### src/rtl/hazard_pkg.sv
// Shared types for the execute-stage forwarding and load-use hazard logic.
// Select encodings, hazard FSM states and the bubble counter width.
package hazard_pkg;

  typedef enum logic [1:0] {
    FWD_RF  = 2'b00,
    FWD_WB  = 2'b01,
    FWD_MEM = 2'b10
  } fwd_sel_e;

  typedef enum logic {
    IDLE  = 1'b0,
    STALL = 1'b1
  } hz_state_e;

  localparam int CNT_W = 3;

endpackage

### src/rtl/fwd_operand_mux.sv
// One ALU operand: picks RF, write-back or memory-stage data.
// The unused select code falls back to the register file.
module fwd_operand_mux
  import hazard_pkg::*;
#(
  parameter int XLEN = 32
) (
  input  logic [1:0]      sel,
  input  logic [XLEN-1:0] rf_data,
  input  logic [XLEN-1:0] wb_data,
  input  logic [XLEN-1:0] mem_data,
  output logic [XLEN-1:0] data
);

  always_comb begin
    data = rf_data;
    case (sel)
      FWD_WB:  data = wb_data;
      FWD_MEM: data = mem_data;
      default: data = rf_data;
    endcase
  end

endmodule

### src/rtl/hazard_forward_unit.sv
// Operand forwarding for NUM_SRC sources plus load-use stall control.
// A load-use hazard costs LOAD_LAT bubbles; a mispredict flush wins.
module hazard_forward_unit
  import hazard_pkg::*;
#(
  parameter int XLEN     = 32,
  parameter int NUM_SRC  = 2,
  parameter int REG_AW   = 5,
  parameter int LOAD_LAT = 1
) (
  input  logic                             clk_i,
  input  logic                             rst_ni,
  input  logic [NUM_SRC-1:0][REG_AW-1:0]   rs_addr_D,
  input  logic [NUM_SRC-1:0]               rs_used_D,
  input  logic [NUM_SRC-1:0][REG_AW-1:0]   rs_addr_E,
  input  logic [NUM_SRC-1:0][XLEN-1:0]     rs_data_E,
  input  logic [REG_AW-1:0]                rd_addr_E,
  input  logic                             rd_wren_E,
  input  logic                             is_load_E,
  input  logic [REG_AW-1:0]                rd_addr_M,
  input  logic                             rd_wren_M,
  input  logic                             is_load_M,
  input  logic [XLEN-1:0]                  alu_data_M,
  input  logic [REG_AW-1:0]                rd_addr_W,
  input  logic                             rd_wren_W,
  input  logic [XLEN-1:0]                  wb_data_W,
  input  logic                             mispredict_E,
  output logic [NUM_SRC-1:0][XLEN-1:0]     src_E,
  output logic [NUM_SRC-1:0][1:0]          fwd_sel_E,
  output logic                             stall_F,
  output logic                             stall_D,
  output logic                             flush_D,
  output logic                             flush_E
);

  if (LOAD_LAT < 1 || LOAD_LAT > 7) begin : g_bad_lat
    $fatal(1, "LOAD_LAT must be in 1..7");
  end

  localparam logic [CNT_W-1:0] CNT_INIT = CNT_W'(LOAD_LAT - 1);
  localparam logic [CNT_W-1:0] CNT_ONE  = CNT_W'(1);

  for (genvar i = 0; i < NUM_SRC; i++) begin : g_src
    fwd_sel_e sel;

    always_comb begin
      sel = FWD_RF;
      if (rd_wren_M && rd_addr_M == rs_addr_E[i] &&
          |rs_addr_E[i] && !is_load_M)
        sel = FWD_MEM;
      else if (rd_wren_W && rd_addr_W == rs_addr_E[i] &&
               |rs_addr_E[i])
        sel = FWD_WB;
    end

    assign fwd_sel_E[i] = sel;

    fwd_operand_mux #(.XLEN(XLEN)) u_mux (
      .sel      (sel),
      .rf_data  (rs_data_E[i]),
      .wb_data  (wb_data_W),
      .mem_data (alu_data_M),
      .data     (src_E[i])
    );
  end

  logic use_hit;
  logic hz;

  always_comb begin
    use_hit = 1'b0;
    for (int i = 0; i < NUM_SRC; i++)
      use_hit = use_hit |
                (rs_used_D[i] && rs_addr_D[i] == rd_addr_E);
  end

  assign hz = is_load_E && rd_wren_E && |rd_addr_E && use_hit;

  hz_state_e        state;
  logic [CNT_W-1:0] cnt;

  always_ff @(posedge clk_i or negedge rst_ni) begin
    if (!rst_ni) begin
      state <= IDLE;
      cnt   <= '0;
    end else if (mispredict_E) begin
      state <= IDLE;
      cnt   <= '0;
    end else begin
      unique case (state)
        IDLE: begin
          if (hz && LOAD_LAT > 1) begin
            state <= STALL;
            cnt   <= CNT_INIT;
          end
        end
        STALL: begin
          cnt <= cnt - CNT_ONE;
          if (cnt == CNT_ONE) state <= IDLE;
        end
      endcase
    end
  end

  // The first bubble is raised in IDLE the cycle the hazard is seen.
  always_comb begin
    stall_F = 1'b0;
    stall_D = 1'b0;
    flush_D = 1'b0;
    flush_E = 1'b0;
    if (rst_ni) begin
      if (mispredict_E) begin
        flush_D = 1'b1;
        flush_E = 1'b1;
      end else if (state == STALL || hz) begin
        stall_F = 1'b1;
        stall_D = 1'b1;
        flush_E = 1'b1;
      end
    end
  end

endmodule

### config.mk
export PLATFORM = sky130hd
export DESIGN_NAME = hazard_forward_unit
export DESIGN_NICKNAME = d
export VERILOG_FILES = /design/src/rtl/hazard_pkg.sv /design/src/rtl/fwd_operand_mux.sv /design/src/rtl/hazard_forward_unit.sv
export SDC_FILE = /design/constraint.sdc
export NUM_CORES = 1
export LEC_CHECK = 0
export ABC_AREA = 1
export CORE_AREA = 2 2 94 96
export CTS_CLUSTER_DIAMETER = 100
export DETAILED_ROUTE_END_ITERATION = 6
export DIE_AREA = 0 0 96 98
export DONT_BUFFER_PORTS = 1
export PLACE_DENSITY = 0.42
export SYNTH_ARGS = -nofsm -noshare
export SYNTH_HDL_FRONTEND = slang
export SYNTH_SLANG_ARGS = --single-unit
### constraint.sdc
create_clock -name clk_i -period 2.3 [get_ports clk_i]
set_clock_uncertainty 0.15 [all_clocks]
set_input_delay 0.115 -clock clk_i [delete_from_list [all_inputs] [get_ports clk_i]]
set_output_delay 0.115 -clock clk_i [all_outputs]
set_load 0.02 [all_outputs]
==> results.json, run 1 <==
{
  "grt_pass1_wl_um": 14430,
  "die_h_um": 98,
  "clkLatencyLatePin_ns": 0.21,
  "ff2ff_path_depth": 5,
  "power.leakage_uw": 0.001200,
  "drtPass1Iterations": 4,
  "vias_per_cell": 5.471,
  "yosys_warnings": 0,
  "relSlewSlack_pct": 58.05,
  "hold_ws_ns": 0.03041,
  "required_ns": 2.04,
  "r2r-start": "cnt[0]",
  "synth_edf_count": 0,
  "power_density_mw_per_mm2": 230.2,
  "finalWorstSetupSlack_ns": 0.4615,
  "initial_utilization_pct": 28.92,
  "path_clk_slew_ns": 0.03,
  "place_congestion": 0.8927,
  "fill_cells": 1003,
  "cts_made_buffers": 3,
  "area_growth_pct": 2.146,
  "crit_chain": "inv_1 > nand3_1 > nor2_1 > nor2_1 > nand3_2 > buf_4 > nand3_1 > nand3_1",
  "die_w_um": 96,
  "crit_top_cell": "nand3_1",
  "synth.most_common_cell": "nand3_1",
  "antenna_found_initial": 1,
  "grt_usage_pct": 19.18,
  "netlist_instances": 468,
  "worstSetupStartpoint": "rs_addr_E[2]",
  "ir_drop_v": 0.0002949,
  "crit_slowest_cell": "buf_4",
  "routed_wl_um": 9939,
  "hpwl_um": 7810,
  "final.period_utilization_pct": 79.94,
  "final_cell_count_no_fill": 561,
  "cp-end-kind": "output pin",
  "synth_seq_area_share_pct": 4.088,
  "drv_slew": 0,
  "grt_max_degree": 65,
  "cap_violations": 0,
  "synthDistinctLibCells": 27,
  "worstSetupPathType": "in2out",
  "detail-route-antenna-nets": 0,
  "placement.io_buffers": 0,
  "vias": 3069,
  "nets": 629,
  "place_area_mm2": 0.002437,
  "cts_max_level": 1,
  "cp_num_buf_inv": 2,
  "layout-drive-gt1-share_pct": 11.28,
  "first_global_vias": 2886,
  "synth_flop_cell": "dfrtp_1",
  "r2r-end": "cnt[2]",
  "root_buffer": "clkbuf_8",
  "cts_setup_buffers": 0,
  "clock_path_buffers": 2,
  "grt_setup_unrepaired": "false",
  "worstMarginPinSlew_ns": 0.6293,
  "ys_ff_latch": 4,
  "crit_fanout": 64,
  "hp-class": "in2async",
  "status": "completed",
  "yosys.area.top_type_share_pct": 37.40,
  "start_kind": "input pin",
  "syn_nets": 643,
  "yosysTopAreaCell": "nand3_1",
  "drc": 0,
  "place_inst": 555,
  "fin_area_mm2": 0.002501,
  "wl_per_cell_um": 17.72,
  "grt_overflow": 0,
  "async_flop_share_pct": 100.0,
  "synth_area_leaders": "nand3_1, nand2_1, nand3_2, inv_1, buf_6",
  "synth_area_mm2": 0.002449,
  "avgSynthCellArea_um2": 5.232,
  "hold_viol": 0,
  "ys_top_cells_by_count": "nand3_1, nand2_1, inv_1, nor2_1, nand3_2",
  "std_cell_rows": 34,
  "endpoint": "src_E[31]",
  "die_area_mm2": 0.009408,
  "cts-resized-gates": 0,
  "cts_tree": "done",
  "fmax_mhz": 543.9,
  "crit_cells": 8,
  "worst-r2r-setup-slack_ns": 1.13,
  "initialDrtViolationCount": 115,
  "tns_ns": 0,
  "cts_sinks": 4,
  "critPathMaxStageDelay_ns": 0.49,
  "io_pins": 245,
  "pre_cts_slack_ns": 0.4481,
  "finalCriticalPeriod_ns": 1.839,
  "setup_viol": 0,
  "arrival_ns": 1.57,
  "crit_family": "simple AND/OR/NAND/NOR gates",
  "fp.coreArea_mm2": 0.008466
}
[timing repair]
item | CTS | global route
setup endpoints to repair | 0 | 0
hold buffers | 2 | 0
hold endpoints to repair | 8 | 0
[how the worst min path moves through the flow]
stage / start / endpoint / slack (ns) / depth (start not counted)
finish: rst_ni / state / 0.03 / 1
global route: rst_ni / state / 0.05 / 1
CTS: rst_ni / state / 0.03 / 1
detailed placement: rst_ni / cnt[2] / -0.33 / 0
global placement: rst_ni / cnt[0] / -0.33 / 0
floorplan: rst_ni / cnt[0] / -0.33 / 0
[layer usage]
metal  wire length, um  global-route usage, %  vias to the layer above
met5                 0                      0                        -
met4               167                  4.725                        0
met3               815                  3.086                       10
met2              5287                  37.07                      169
met1              3668                  21.03                     1358
li1                  -                      -                     1532
[area by class of cell]
class                   count  area (um^2)  area share (%)
multi-input cells         388         1926           76.99
inverters                  43        161.4           6.453
repair buffers             14        135.1           5.403
well taps                 108        135.1           5.403
flip-flops and latches      4        100.1           4.002
clock buffers               3        41.29           1.651
diodes                      1        2.502          0.1000
[report_power, final]
part	total, uW	switching [uW]	internal, uW
combinational	359	260	98.9
sequential	70.9	0.00000000000165	70.9
clock	145	34.1	111
[sequential cells by signal (all words and copies together) (netlist names)]
signal  cells
cnt         3
state       1
[cell usage in the layout, fill, tap and decap left out, types with 2 or more instances in the layout]
master           n
a211oi_1         2
a21oi_1          4
buf_12           2
buf_4           10
clkbuf_8         3
dfrtp_1          4
dlygate4sd3_1    2
ha_1             2
inv_1           34
inv_2            9
nand2_1        129
nand2_2          2
nand3_1        183
nand3_2         16
nand4_1          3
nor2_1          25
nor2_2           4
o21ai_0          5
o21ai_1          2
o22ai_1          2
xnor2_1          2
[through the flow]
step                total power, uW  util [%]
floorplan                     388.0         -
global placement              427.5     28.79
detailed placement            429.1     28.79
CTS                           583.0     29.52
global route                  622.5     29.54
finish                        575.7     29.54
[logic make-up after synthesis]
kind of cell	after synthesis	synth area share, %
buffers and inverters	76	17.63
XOR/XNOR	3	1.073
adder cells (fa/ha/maj)	2	1.022
flip-flops	4	4.088
AND/OR/NAND/NOR	368	72.82
AO/OA/AOI/OAI	15	3.372
(Power assumes the default switching activity.)
==> run 2, diff against run 1 <==
--- a/config.mk
+++ b/config.mk
@@ -6,12 +6,12 @@
 export NUM_CORES = 1
 export LEC_CHECK = 0
 export ABC_AREA = 1
-export CORE_AREA = 2 2 94 96
+export CORE_AREA = 2 2 95 97
 export CTS_CLUSTER_DIAMETER = 100
 export DETAILED_ROUTE_END_ITERATION = 6
-export DIE_AREA = 0 0 96 98
+export DIE_AREA = 0 0 97 99
 export DONT_BUFFER_PORTS = 1
-export PLACE_DENSITY = 0.42
+export PLACE_DENSITY = 0.43
 export SYNTH_ARGS = -nofsm -noshare
 export SYNTH_HDL_FRONTEND = slang
 export SYNTH_SLANG_ARGS = --single-unit
==> constraint.sdc (replaced) <==
create_clock -name clk_i -period 1.6 [get_ports clk_i]
set_clock_uncertainty 0.15 [all_clocks]
set_input_delay 0.08 -clock clk_i [delete_from_list [all_inputs] [get_ports clk_i]]
set_output_delay 0.08 -clock clk_i [all_outputs]
set_load 0.02 [all_outputs]
==> run 2 against run 1 <==
Flip-flop and latch count unchanged. Non-clock buffer count up 10. Sequential power up 44%. Final cell count up 1.6%. First-iteration DRC count up 21%. Design area up 7.1%. Highest routed layer unchanged.
==> results.json, run 2 (synthesis results as in run 1) <==
{
  "status": "completed",
  "grt_overflow": 0,
  "fmax_mhz": 678.0,
  "cts_sinks": 4,
  "root_buffer": "clkbuf_8",
  "grt_setup_unrepaired": "false",
  "drc": 0,
  "r2r-start": "cnt[0]",
  "use_met3_pct": 2.695,
  "layout_commonest_cell": "nand3_1",
  "required_ns": 1.37,
  "grt.busiest_layer": "met2",
  "ir_drop_v": 0.0002484,
  "detail-route-antenna-nets": 0,
  "largest_reg_flops": 3,
  "clkLatencyLatePin_ns": 0.22,
  "cts_setup_buffers": 0,
  "vias": 3181,
  "met1_usage_pct": 22.69,
  "power.leakage_uw": 0.001287,
  "cts_max_level": 1,
  "cts_made_buffers": 3,
  "worstSetupPathType": "in2out",
  "place_congestion": 0.8592,
  "cts_tree": "done",
  "crit_slowest_cell": "buf_4",
  "setup_viol": 0,
  "crit_chain": "inv_1 > nor2_2 > nand3_1 > nor2_1 > nand4_4 > buf_4 > nand3_1 > nand3_1",
  "worst-r2r-setup-slack_ns": 0.43,
  "hold_viol": 0,
  "finalCriticalPeriod_ns": 1.475,
  "fp.coreArea_mm2": 0.008551,
  "final_util_pct": 31.31,
  "cap_violations": 0,
  "most-common-layout-cells": "nand3_1, nand2_1, inv_1",
  "crit_family": "simple AND/OR/NAND/NOR gates",
  "hp-class": "in2out",
  "crit_fanout": 27,
  "cp_num_buf_inv": 2,
  "final.period_utilization_pct": 92.19,
  "clock_path_buffers": 2,
  "worstMarginPinSlew_ns": 0.2825,
  "area_growth_pct": 9.351,
  "io_pins": 245,
  "arrival_ns": 1.24,
  "start_kind": "input pin",
  "die_w_um": 97,
  "min_from": "mispredict_E",
  "antenna_found_initial": 0,
  "drtPass1Iterations": 5,
  "placement.io_buffers": 0,
  "first_global_vias": 2929,
  "power_uw": 852.1,
  "vias_per_cell": 5.581,
  "crit_top_cell": "nand3_1",
  "initialDrtViolationCount": 139,
  "std_cell_rows": 34,
  "power_density_mw_per_mm2": 318.2,
  "max_flop_register": "cnt",
  "largestRegisters": "cnt (3), state (1)",
  "layout-drive-gt1-share_pct": 13.64,
  "drv_slew": 0,
  "met2_usage_pct": 34.56,
  "worstSetupStartpoint": "rd_wren_M",
  "cp-end-kind": "output pin",
  "tns_ns": 0,
  "die_area_mm2": 0.009603,
  "finalWorstSetupSlack_ns": 0.1250,
  "routed_wl_um": 9954,
  "critPathMaxStageDelay_ns": 0.26,
  "hold_ws_ns": 0.1702,
  "grt_usage_pct": 18.58,
  "hpwl_um": 7968,
  "nets": 639,
  "grt_max_degree": 47,
  "antenna_cells": 0,
  "wl_per_cell_um": 17.46,
  "die_h_um": 99,
  "pre_cts_slack_ns": 0.1071,
  "fill_cells": 983,
  "initial_utilization_pct": 28.64,
  "grt_pass1_wl_um": 14790,
  "relSlewSlack_pct": 81.17
}
## run 2: metrics by stage
step / cell area, um^2 / cells
3_5_place_dp: 2592 / 564
2_1_floorplan: 2449 / 468
4_1_cts: 2664 / 570
5_1_grt: 2678 / 570
6_report: 2678 / 570
3_3_place_gp: 2592 / 564
## run 2: cell type report
class                           instances  area (um^2)  area share, %
Clock buffer                            3        41.29          1.542
Sequential cell                         4        100.1          3.738
Tap cell                              108        135.1          5.047
Multi-Input combinational cell        388         1939          72.43
Timing Repair Buffer                   24        300.3          11.21
Inverter                               43        161.4          6.028
## run 2: layer usage
layer	vias to the layer above	part of all wire (%)
li1	1547	-
met1	1429	38
met2	190	52
met3	15	8.3
met4	0	1.5
met5	-	0
## run 2: worst paths after layout
check | depth (start not counted) | endpoint
max | 8 | src_E[48]
min reg2reg | 1 | cnt[1]
min in group asynchronous | 2 | cnt[0]
max reg2reg | 5 | cnt[2]
max in group asynchronous | 2 | state
min | 2 | flush_D
## run 2: worst reg2reg max path, cell delays in order (launching register included)
cell and delay (ns):
dfrtp_1 0.37, inv_1 0.10, ha_1 0.16, nand2_1 0.07, o21ai_0 0.15, a21oi_1 0.06
## run 2: report_power, final
part	internal, uW	switching (uW)
clock network	161	54.8
registers	102	0.00000000000218
logic	157	378
## run 2: timing repair
item / 4_1_cts / 5_1_grt
hold buffers: 3 / 0
gates resized for setup: 0 / 3
endpoints found under the hold margin: 8 / 0
setup endpoints to repair: 0 / 27
==> run 3, diff against run 2 <==
--- a/config.mk
+++ b/config.mk
@@ -6,12 +6,12 @@
 export NUM_CORES = 1
 export LEC_CHECK = 0
 export ABC_AREA = 1
-export CORE_AREA = 2 2 95 97
+export CORE_AREA = 2 2 94 96
 export CTS_CLUSTER_DIAMETER = 100
 export DETAILED_ROUTE_END_ITERATION = 6
-export DIE_AREA = 0 0 97 99
+export DIE_AREA = 0 0 96 98
 export DONT_BUFFER_PORTS = 1
-export PLACE_DENSITY = 0.43
+export PLACE_DENSITY = 0.42
 export SYNTH_ARGS = -nofsm -noshare
 export SYNTH_HDL_FRONTEND = slang
 export SYNTH_SLANG_ARGS = --single-unit
==> constraint.sdc (replaced) <==
create_clock -name clk_i -period 1.9 [get_ports clk_i]
set_clock_uncertainty 0.15 [all_clocks]
set_input_delay 0.095 -clock clk_i [delete_from_list [all_inputs] [get_ports clk_i]]
set_output_delay 0.095 -clock clk_i [all_outputs]
set_load 0.02 [all_outputs]
==> run 3 against run 2 <==
Non-clock buffer count down 1. Sequential power down 16%. Hold slack better by 0.035 ns. Power down 17%. Die area down 2.0%. First-iteration DRC count down 8.6%. Utilization down 0.93 points. Clock power down 17%. Sequential share of layout area up 0.15 points. Global-route usage up 0.32 points. Flip-flop and latch count unchanged. Highest routed layer unchanged.
==> results.json, run 3 (synthesis results as in run 1) <==
{
  "drc": 0,
  "fill_cells": 990,
  "first_global_vias": 2896,
  "grt_max_degree": 65,
  "antenna_found_initial": 0,
  "drtPass1Iterations": 4,
  "max_flop_register": "cnt",
  "ir_drop_v": 0.0003915,
  "cp-end-kind": "output pin",
  "status": "completed",
  "arrival_ns": 1.38,
  "crit_slowest_cell": "buf_6",
  "clkLatencyLatePin_ns": 0.22,
  "relSlewSlack_pct": 69.99,
  "p_sw_share_pct": 51.28,
  "cts_setup_buffers": 0,
  "routed_wl_um": 9969,
  "required_ns": 1.65,
  "antenna_cells": 0,
  "die_area_mm2": 0.009408,
  "grt_overflow": 0,
  "largest_reg_flops": 3,
  "placement.io_buffers": 0,
  "grt_usage_pct": 18.90,
  "fp.coreArea_mm2": 0.008466,
  "worstMarginPinSlew_ns": 0.4501,
  "power_density_mw_per_mm2": 275.5,
  "regArea_um2": 100.1,
  "cts_made_buffers": 3,
  "io_pins": 245,
  "finalCriticalPeriod_ns": 1.622,
  "power.leakage_uw": 0.001243,
  "grt_pass1_wl_um": 14430,
  "largestRegisters": "cnt (3), state (1)",
  "area_growth_pct": 5.059,
  "std_cell_rows": 34,
  "crit_top_cell": "nand3_1",
  "multi_input_area_mm2": 0.001926,
  "hold_viol": 0,
  "start_kind": "input pin",
  "vias_per_cell": 5.610,
  "place_congestion": 0.8879,
  "hp-class": "in2out",
  "cts_tree": "done",
  "hpwl_um": 8028,
  "clock_path_buffers": 2,
  "p_seq_share_pct": 12.1,
  "crit_chain": "inv_1 > nand3_1 > nor2_1 > nor2_1 > nand3_2 > buf_6 > nand3_1 > nand3_1",
  "worst-r2r-setup-slack_ns": 0.76,
  "die_h_um": 98,
  "layout-drive-gt1-share_pct": 12.80,
  "power_uw": 708.8,
  "critPathMaxStageDelay_ns": 0.37,
  "cts_sinks": 4,
  "fmax_mhz": 616.5,
  "initialDrtViolationCount": 127,
  "grt_setup_unrepaired": "false",
  "crit_fanout": 64,
  "drv_slew": 0,
  "setup_viol": 0,
  "layout_commonest_cell": "nand3_1",
  "power_frac_clock_pct": 25.3,
  "die_w_um": 96,
  "initial_utilization_pct": 28.92,
  "most-common-layout-cells": "nand3_1, nand2_1, inv_1",
  "tns_ns": 0,
  "switchingPower_uw": 363.5,
  "wl_per_cell_um": 17.52,
  "cap_violations": 0,
  "power_frac_comb_pct": 62.6,
  "final.period_utilization_pct": 85.37,
  "cts_max_level": 1,
  "vias": 3192,
  "nets": 638,
  "detail-route-antenna-nets": 0,
  "root_buffer": "clkbuf_8",
  "p_int_uw": 345.3,
  "worstSetupPathType": "in2out"
}
-- run 3: per-stage QoR --
| step | cells | utilization (%) | hold WS (ns) | cell area, um^2 | worst slack (ns) |
|---|---|---|---|---|---|
| finish | 569 | 30.39 | 0.2049 | 2572 | 0.2780 |
| global route | 569 | 30.39 | 0.2049 | 2572 | 0.1626 |
| CTS | 569 | 30.34 | 0.2004 | 2569 | 0.1111 |
| detailed placement | 563 | 29.50 | -0.3505 | 2497 | 0.1218 |
| global placement | 563 | 29.50 | -0.3505 | 2497 | 0.1411 |
| floorplan | 468 | - | -0.3506 | 2449 | 0.5348 |
-- run 3: power by group through the flow --
stage / logic, uW / clock network (uW) / registers [uW]
final: 444 / 179 / 85.8
after global routing: 488 / 186 / 85.8
after detailed placement: 438 / 0 / 86.8
after CTS: 446 / 185 / 85.8
after floorplan: 383 / 0 / 86.8
after global placement: 435 / 0 / 86.8
-- run 3: path summary, 6_finish.rpt --
| path | from | cells past startpoint | endpoint |
|---|---|---|---|
| max in group asynchronous | rst_ni | 2 | cnt[2] |
| min in group asynchronous | rst_ni | 2 | cnt[1] |
| min reg2reg | state | 1 | cnt[1] |
| max | rs_addr_E[2] | 8 | src_E[31] |
| min | mispredict_E | 2 | flush_D |
| max reg2reg | cnt[0] | 5 | cnt[2] |
-- run 3: worst max-delay path, delay by kind of cell --
family / cells / cell delay [ns]
buffers and inverters: 2 / 0.46
and+or+nand+nor: 6 / 0.77
-- run 3: cell type report --
| cell class | instances | area share (%) |
|---|---|---|
| Tap cell | 108 | 5.253 |
| Clock buffer | 3 | 1.605 |
| Timing Repair Buffer | 23 | 8.123 |
| Multi-Input combinational cell | 388 | 74.85 |
| Sequential cell | 4 | 3.891 |
| Inverter | 43 | 6.274 |
-- run 3: what timing repair did --
action | in CTS | in global routing
endpoints found under the hold margin | 8 | 0
gates resized for setup | 0 | 1
setup endpoints to repair | 0 | 1
hold buffers | 3 | 0
-- run 3: metal layers --
metal | track usage [%] | share of wire (%) | vias up
met5 | 0 | 0 | -
met4 | 2.637 | 0.78 | 0
met3 | 2.778 | 8.8 | 6
met2 | 37.07 | 52 | 174
met1 | 21.27 | 38 | 1463
li1 | - | - | 1549
